===== src/rtl/f_truth_scanner.sv =====
// rtl/f_truth_scanner.sv - exhaustive stimulus/capture self-check for the 4-input function f
module f_truth_scanner #(
    parameter logic [15:0] EXPECTED = 16'h212F,
    parameter int unsigned SETTLE   = 0
) (
    input  logic        clk,
    input  logic        rst_n,
    input  logic        start,
    input  logic        s_in,
    output logic        a,
    output logic        b,
    output logic        c,
    output logic        d,
    output logic        busy,
    output logic        done,
    output logic [15:0] table_out,
    output logic [4:0]  mismatch_count,
    output logic        fail_valid,
    output logic [3:0]  first_fail,
    output logic        pass
);

    localparam logic [3:0] SETTLE_LOAD = 4'(SETTLE);

    typedef enum logic [1:0] {
        IDLE  = 2'd0,
        DRIVE = 2'd1,
        DONE  = 2'd2
    } state_t;

    state_t     state;
    state_t     state_nxt;
    logic [3:0] idx;
    logic [3:0] settle_cnt;
    logic       sample;
    logic       miss;
    logic       last_vec;

    // idx is held at 0 outside DRIVE, so it doubles as the registered stimulus
    assign {a, b, c, d} = idx;

    assign sample   = (state == DRIVE) && (settle_cnt == 4'd0);
    assign miss     = sample && (s_in != EXPECTED[idx]);
    assign last_vec = (idx == 4'd15);

    always_ff @(posedge clk) begin
        if (!rst_n) begin
            state <= IDLE;
        end else begin
            state <= state_nxt;
        end
    end

    always_comb begin
        state_nxt = state;
        case (state)
            IDLE:    if (start) state_nxt = DRIVE;
            DRIVE:   if (sample && last_vec) state_nxt = DONE;
            DONE:    state_nxt = IDLE;
            default: state_nxt = IDLE;
        endcase
    end

    always_comb begin
        busy = (state == DRIVE);
        done = (state == DONE);
    end

    always_ff @(posedge clk) begin
        if (!rst_n) begin
            idx            <= 4'd0;
            settle_cnt     <= 4'd0;
            table_out      <= 16'h0000;
            mismatch_count <= 5'd0;
            fail_valid     <= 1'b0;
            first_fail     <= 4'd0;
            pass           <= 1'b0;
        end else begin
            case (state)
                IDLE: begin
                    if (start) begin
                        idx            <= 4'd0;
                        settle_cnt     <= SETTLE_LOAD;
                        table_out      <= 16'h0000;
                        mismatch_count <= 5'd0;
                        fail_valid     <= 1'b0;
                        first_fail     <= 4'd0;
                        pass           <= 1'b0;
                    end
                end
                DRIVE: begin
                    if (settle_cnt != 4'd0) begin
                        settle_cnt <= settle_cnt - 4'd1;
                    end else begin
                        table_out[idx] <= s_in;
                        if (miss) begin
                            mismatch_count <= mismatch_count + 5'd1;
                            if (!fail_valid) begin
                                first_fail <= idx;
                                fail_valid <= 1'b1;
                            end
                        end
                        // pass is resolved here, folding in the final sample, so it is already valid during DONE
                        if (last_vec) begin
                            idx  <= 4'd0;
                            pass <= (mismatch_count == 5'd0) && !miss;
                        end else begin
                            idx        <= idx + 4'd1;
                            settle_cnt <= SETTLE_LOAD;
                        end
                    end
                end
                default: begin
                end
            endcase
        end
    end

endmodule

===== config.mk =====
export PLATFORM = sky130hd
export DESIGN_NAME = f_truth_scanner
export DESIGN_NICKNAME = d
export VERILOG_FILES = /design/src/rtl/f_truth_scanner.sv
export SDC_FILE = /design/constraint.sdc
export NUM_CORES = 1
export LEC_CHECK = 0
export CAP_MARGIN = 20
export CORE_MARGIN = 4
export CORE_UTILIZATION = 30
export DETAILED_ROUTE_END_ITERATION = 6
export PLACE_DENSITY = 0.5
export SYNTH_ARGS = -nofsm -noshare
export SYNTH_HDL_FRONTEND = slang
export SYNTH_SLANG_ARGS = --single-unit

===== constraint.sdc =====
create_clock -name clk -period 3 [get_ports clk]
set_input_delay 0.3 -clock clk [delete_from_list [all_inputs] [get_ports clk]]
set_output_delay 0.3 -clock clk [all_outputs]
set_load 0.005 [all_outputs]

---- Word-level counts from Yosys, hierarchy flattened ----
Memories as Yosys holds them, arrays and structs flattened. A register that Yosys moved wholly into a read port is not among the register bits.
Cells that the tools add are included.
storage, ports and cells
  register bits after elaboration ......... 37
  latch bits .............................. 0
  memory bits (writable) .................. 0
  bits in read-only memories .............. 16
  input port bits ......................... 4
  output and inout bits ................... 33
  logic and storage cells ................. 76
  memories kept ........................... 1
operators by class
  $add $sub $neg .......................... 3
  multiply operators ...................... 0
  divide/modulo/power cells ............... 0
  magnitude comparators ................... 2
  eq/ne operators ......................... 11
  shifts and indexed selects .............. 0
  mux-type cells .......................... 34
  bitwise operators ....................... 0
  reductions and logical operators ........ 17
memories
  memory           words  bits a word  read ports  clocked after Yosys merged registers in  write ports  RTL line  text
  (no name shown)  16     1            1           1                                        0            43        assign miss = sample && (s_in != EXPECTED[idx]);
operator list
  operator                                                                             number
  4-bit two-way mux                                                                    10
  16-bit two-way mux                                                                   2
  16-bit one-hot mux with 2 select lines                                               1
  4-bit one-hot mux with 2 select lines                                                3
  16-bit bitwise mux                                                                   1
  5-bit two-way mux                                                                    3
  5-bit one-hot mux with 2 select lines                                                1
  4-bit AND reduction                                                                  2
  1-bit two-way mux                                                                    7
  2-bit by 1-bit != test with 1-bit output, second input constant                      3
  2-bit != test, second input constant                                                 3
  3-bit AND reduction                                                                  2
  5-bit by 1-bit adder with 5-bit output, second input constant                        1
  1-bit logical AND                                                                    5
  5-bit logical NOT                                                                    1
  4-bit by 5-bit less-than comparator with 1-bit output, second input constant         1
  5-bit AND reduction                                                                  1
  4-bit by 1-bit adder with 4-bit output, second input constant                        1
  1-bit demux with 4-bit select                                                        1
  4-bit == test, second input constant                                                 1
  4-bit by 1-bit greater-or-equal comparator with 1-bit output, second input constant  1
  4-bit logical NOT                                                                    1
  2-bit two-way mux                                                                    2
  1-bit one-hot mux with 2 select lines                                                2
  11 further kinds                                                                     11

---- Depth between registers and ports, before layout ----
  word-level depth ........................ 9
  mapped depth ............................ 7
  depth with buffers taken out ............ 7

---- Worst setup path after synthesis ----
OpenSTA, ideal clock, no wires.
  kind .................................... reg2reg
  start ................................... register settle_cnt[0]
  end ..................................... register (tool-made name)
  library setup time ...................... 0.079 ns
  arrival ................................. 1.869 ns
  required time ........................... 2.921 ns
  slack ................................... 1.052 ns
  cell stages (with the launch flop) ...... 8
  path buffers ............................ 0
  period minus slack after synthesis ...... 1.948 ns
  cell sequence ........................... dfxtp_1 -> inv_1 -> ha_1 -> nor3b_2 -> and3_1 -> o31a_1 -> or4b_1 -> o211ai_1
RTL lines
  item                    RTL line  text
  from (decl)             34        logic [3:0] settle_cnt;
  from (signal assigned)  93        settle_cnt <= settle_cnt - 4'd1;

==> reports/results.ini <==
[timing]
finClkSkew_ns = 0.00836
final_period_minus_worst_setup_slack_ns = 2.21
setup_viol = 0
totalNegativeSetupSlack_ns = 0
fmax_mhz = 452
finalCritPeriodShare_pct = 73.7
timing.final.hold_violations = 0
worstMarginPinSlew_ns = 0.569
grt_setup_unrepaired = false
final-max-slew-violation-count = 0
slew-limit-headroom_pct = 62.1
timing.final.ws_setup_ns = 0.789

[clock_network]
cts.sink_count = 38
post_cts_resized = 0
cts_hold_buffers = 0
root_buffer = sky130_fd_sc_hd__clkbuf_8
cts_htree_levels = 2
tritoncts = yes
worstSkewPairLatency_ns = 0.29
numCtsBuffers = 5
cts_post_setup_buffers_inserted = 0
max-clock-path-buffers = 2
clkSlewWorstSetupHoldPaths_ns = 0.08

[synthesis]
synth_cell_types = 46
postSynth.topFlopCell = sky130_fd_sc_hd__dfxtp_1
avgSynthCellArea_sq_um = 8.63
netlist_area_sq_um = 1920
yosys-top-cells-area = sky130_fd_sc_hd__dfxtp_1, sky130_fd_sc_hd__ha_1, sky130_fd_sc_hd__nand2_1
synth.top_cell.area_share_pct = 39.7
synth_async_sr_flop_share_pct = 0
mappedNetlistNets = 234
ys_seq_elements = 38
synth.yosys.seq_area_share_pct = 39.7
syn_inst = 222
synth-edff-count = 0
warnings_synthesis = 0
yosysTopAreaCell = sky130_fd_sc_hd__dfxtp_1

[floorplan]
die_area_sq_um = 7730
floorplan.core_area_sq_um = 6060
io-pin-count = 37
initial_utilization_pct = 31.6
core.rowCount = 28
floorplan.die.height_um = 87.9
fp.dieW_um = 87.9

[place]
port_buffers = 36
place_worst_setup_slack_ns = 0.743
instance_count_after_placement_with_tap_cells_included = 326
gpl.final_weighted_congestion = 0.760
hpwl_mm = 3.57

[global_route]
groute.layer.met2.usage_pct = 21.1
grt_usage_pct = 13.6
grt.met3_usage_pct = 2.92
grt_most_used_layer = met2
initial_antenna_violation_count = 0
grt_max_degree = 23
grt_pass1_wl_mm = 8.09
use_met1_pct = 18.3
via_count_of_the_first_global_routing_pass = 1620
overflow = 0

[critical_path]
reg2regPathDepth = 6
timing.critical_path.from_type = flop
origin_of_the_critical_flop_to_flop_path = state[1]$_SDFFE_PN0P_
critPathArrivalTime_ns = 2.43
setup.worst_path.end_class = flop
critical_path.max_fanout = 12
crit_required_ns = 3.22
setup.reg_to_reg.worst_slack_ns = 0.79
worst-setup-path-type = flop to flop

[cells_and_area]
num-fill-cells = 637
layout-area-overhead-vs-synth_pct = 27.1
diodes_inserted = 0
final_cells = 334
drive_above_1_share_pct = 6.95
num-nets-final = 270

[power]
power.share.switching_pct = 28.5
clockPowerShare_pct = 34.3
share_seq_of_total_power_pct = 49.5
p_per_area_nw_per_um2 = 444
leakage_power_total_nw = 0.833
peakVddDrop_mv = 0.219
power_frac_comb_pct = 16.2
switching_power_mw = 0.309
cell_internal_pwr_mw = 0.774

[detailed_routing]
drtIter0Drc = 94
detail_route.first_pass.iterations = 4
vias_per_cell = 4.95
route.detailed.wl_per_inst_um = 14.5
detailroute.via_count = 1653
remaining_drc_errors = 0
drt.antenna.violating_nets = 0
detail_route.wirelength_mm = 4.83

[min_path]
timing.hold.worst.class = flop to flop
min-delay-start = table_out[9]$_SDFFE_PN0P_
whs_path_depth = 2
min_delay_worst_endpoint = table_out[9]$_SDFFE_PN0P_

[run_status]
status = complete, no violations

[run]
timing.max_cap.violations = 0

flip-flops by register name, indices dropped and copies added (netlist names), named ones only:
signal / cells
table_out: 16
pass: 1
idx: 4
settle_cnt: 4
state: 2
fail_valid: 1
mismatch_count: 5
first_fail: 4
cells by family (layout without fill, tap and decap cells):
| logic type | Yosys count | count (layout) | synth area share, % |
|---|---|---|---|
| flops | 38 | 38 | 39.7 |
| compound gates | 60 | 60 | 21.9 |
| mux | 2 | 2 | 1.04 |
| xor+xnor | 5 | 5 | 2.29 |
| buf+inv | 21 | 58 | 4.70 |
| simple gates | 88 | 88 | 25.1 |
| fa+ha+maj | 8 | 8 | 5.22 |
worst max path at each step:
| stage | startpoint | end | slack, ns |
|---|---|---|---|
| after floorplan | settle_cnt[0]$_SDFFE_PN0P_ | flop | 1.05 |
| after global placement | start | flop | 0.76 |
| after detailed placement | start | flop | 0.74 |
| after CTS | state[1]$_SDFFE_PN0P_ | flop | 0.78 |
| after global routing | idx[0]$_SDFFE_PN0P_ | flop | 0.62 |
| final | state[1]$_SDFFE_PN0P_ | flop | 0.79 |
cell usage after synthesis (2+ instances only):
cell	count
sky130_fd_sc_hd__dfxtp_1	38
sky130_fd_sc_hd__nand2_1	24
sky130_fd_sc_hd__a21oi_1	16
sky130_fd_sc_hd__nand3_1	16
sky130_fd_sc_hd__nor2_1	14
sky130_fd_sc_hd__o21ai_0	12
sky130_fd_sc_hd__nor2b_1	11
sky130_fd_sc_hd__inv_1	10
sky130_fd_sc_hd__ha_1	8
sky130_fd_sc_hd__a21boi_0	6
sky130_fd_sc_hd__clkbuf_1	6
sky130_fd_sc_hd__a22oi_1	5
sky130_fd_sc_hd__a31oi_1	5
sky130_fd_sc_hd__a41oi_1	3
sky130_fd_sc_hd__and3_1	3
sky130_fd_sc_hd__buf_2	3
sky130_fd_sc_hd__nor3_1	3
sky130_fd_sc_hd__o21a_1	3
sky130_fd_sc_hd__xnor2_1	3
sky130_fd_sc_hd__a2111oi_4	2
sky130_fd_sc_hd__and2_1	2
sky130_fd_sc_hd__mux2i_1	2
sky130_fd_sc_hd__nand4_1	2
sky130_fd_sc_hd__or3_1	2
sky130_fd_sc_hd__xor2_1	2
final cells by class:
type	count	area (sq um)	share of cell area (%)
clock buffers	7	86.3	3.54
clock inverters	1	5.00	0.205
inverters	11	41.3	1.69
multi-input cells	163	1070	43.8
flip-flops and latches	38	761	31.2
well taps	75	93.8	3.85
repair buffers	39	383	15.7
per-layer routing:
metal,vias up,wire length [um]
li1,853,-
met1,768,2430
met2,27,2160
met3,5,169
met4,0,75
met5,-,0
power groups by stage:
| stage | logic [mW] | clock network [mW] | registers (mW) |
|---|---|---|---|
| 2_1_floorplan | 0.124 | 0 | 0.543 |
| 3_3_place_gp | 0.177 | 0 | 0.548 |
| 3_5_place_dp | 0.177 | 0 | 0.548 |
| 4_1_cts | 0.178 | 0.384 | 0.536 |
| 5_1_grt | 0.197 | 0.399 | 0.539 |
| 6_report | 0.175 | 0.371 | 0.536 |
placed cells by master (no fill, tap or decap), types with 2 or more instances in the layout:
cell	n
sky130_fd_sc_hd__and2_1	2
sky130_fd_sc_hd__mux2i_1	2
sky130_fd_sc_hd__xnor2_1	3
sky130_fd_sc_hd__nor3_1	3
sky130_fd_sc_hd__o21ai_0	12
sky130_fd_sc_hd__buf_4	3
sky130_fd_sc_hd__clkdlybuf4s50_1	36
sky130_fd_sc_hd__nand4_1	2
sky130_fd_sc_hd__a41oi_1	3
sky130_fd_sc_hd__or3_1	2
sky130_fd_sc_hd__a21oi_1	16
sky130_fd_sc_hd__dfxtp_1	38
sky130_fd_sc_hd__nor2b_1	11
sky130_fd_sc_hd__o21a_1	3
sky130_fd_sc_hd__nand2_1	24
sky130_fd_sc_hd__ha_1	8
sky130_fd_sc_hd__a22oi_1	5
sky130_fd_sc_hd__nand3_1	16
sky130_fd_sc_hd__a31oi_1	5
sky130_fd_sc_hd__a2111oi_4	2
sky130_fd_sc_hd__clkbuf_8	6
sky130_fd_sc_hd__xor2_1	2
sky130_fd_sc_hd__a21boi_0	6
sky130_fd_sc_hd__inv_1	10
sky130_fd_sc_hd__and3_1	3
sky130_fd_sc_hd__nor2_1	14
critical path, cell delays in order, from the launching register on:
cell,delay (ns)
sky130_fd_sc_hd__dfxtp_1,0.56
sky130_fd_sc_hd__nand2b_2,0.35
sky130_fd_sc_hd__inv_2,0.14
sky130_fd_sc_hd__and3_1,0.19
sky130_fd_sc_hd__o31a_1,0.30
sky130_fd_sc_hd__or4b_1,0.52
sky130_fd_sc_hd__o211ai_1,0.09
through the flow:
stage / power, mW / cell area [sq um] / hold WS (ns) / util (%)
after floorplan: 0.668 / 1920 / 0.453 / -
after global placement: 0.725 / 2340 / 0.455 / 38.7
after detailed placement: 0.725 / 2340 / 0.449 / 38.7
after CTS: 1.10 / 2440 / 0.460 / 40.2
after global routing: 1.13 / 2440 / 0.481 / 40.2
final: 1.08 / 2440 / 0.455 / 40.2
(Power assumes the default switching activity.)
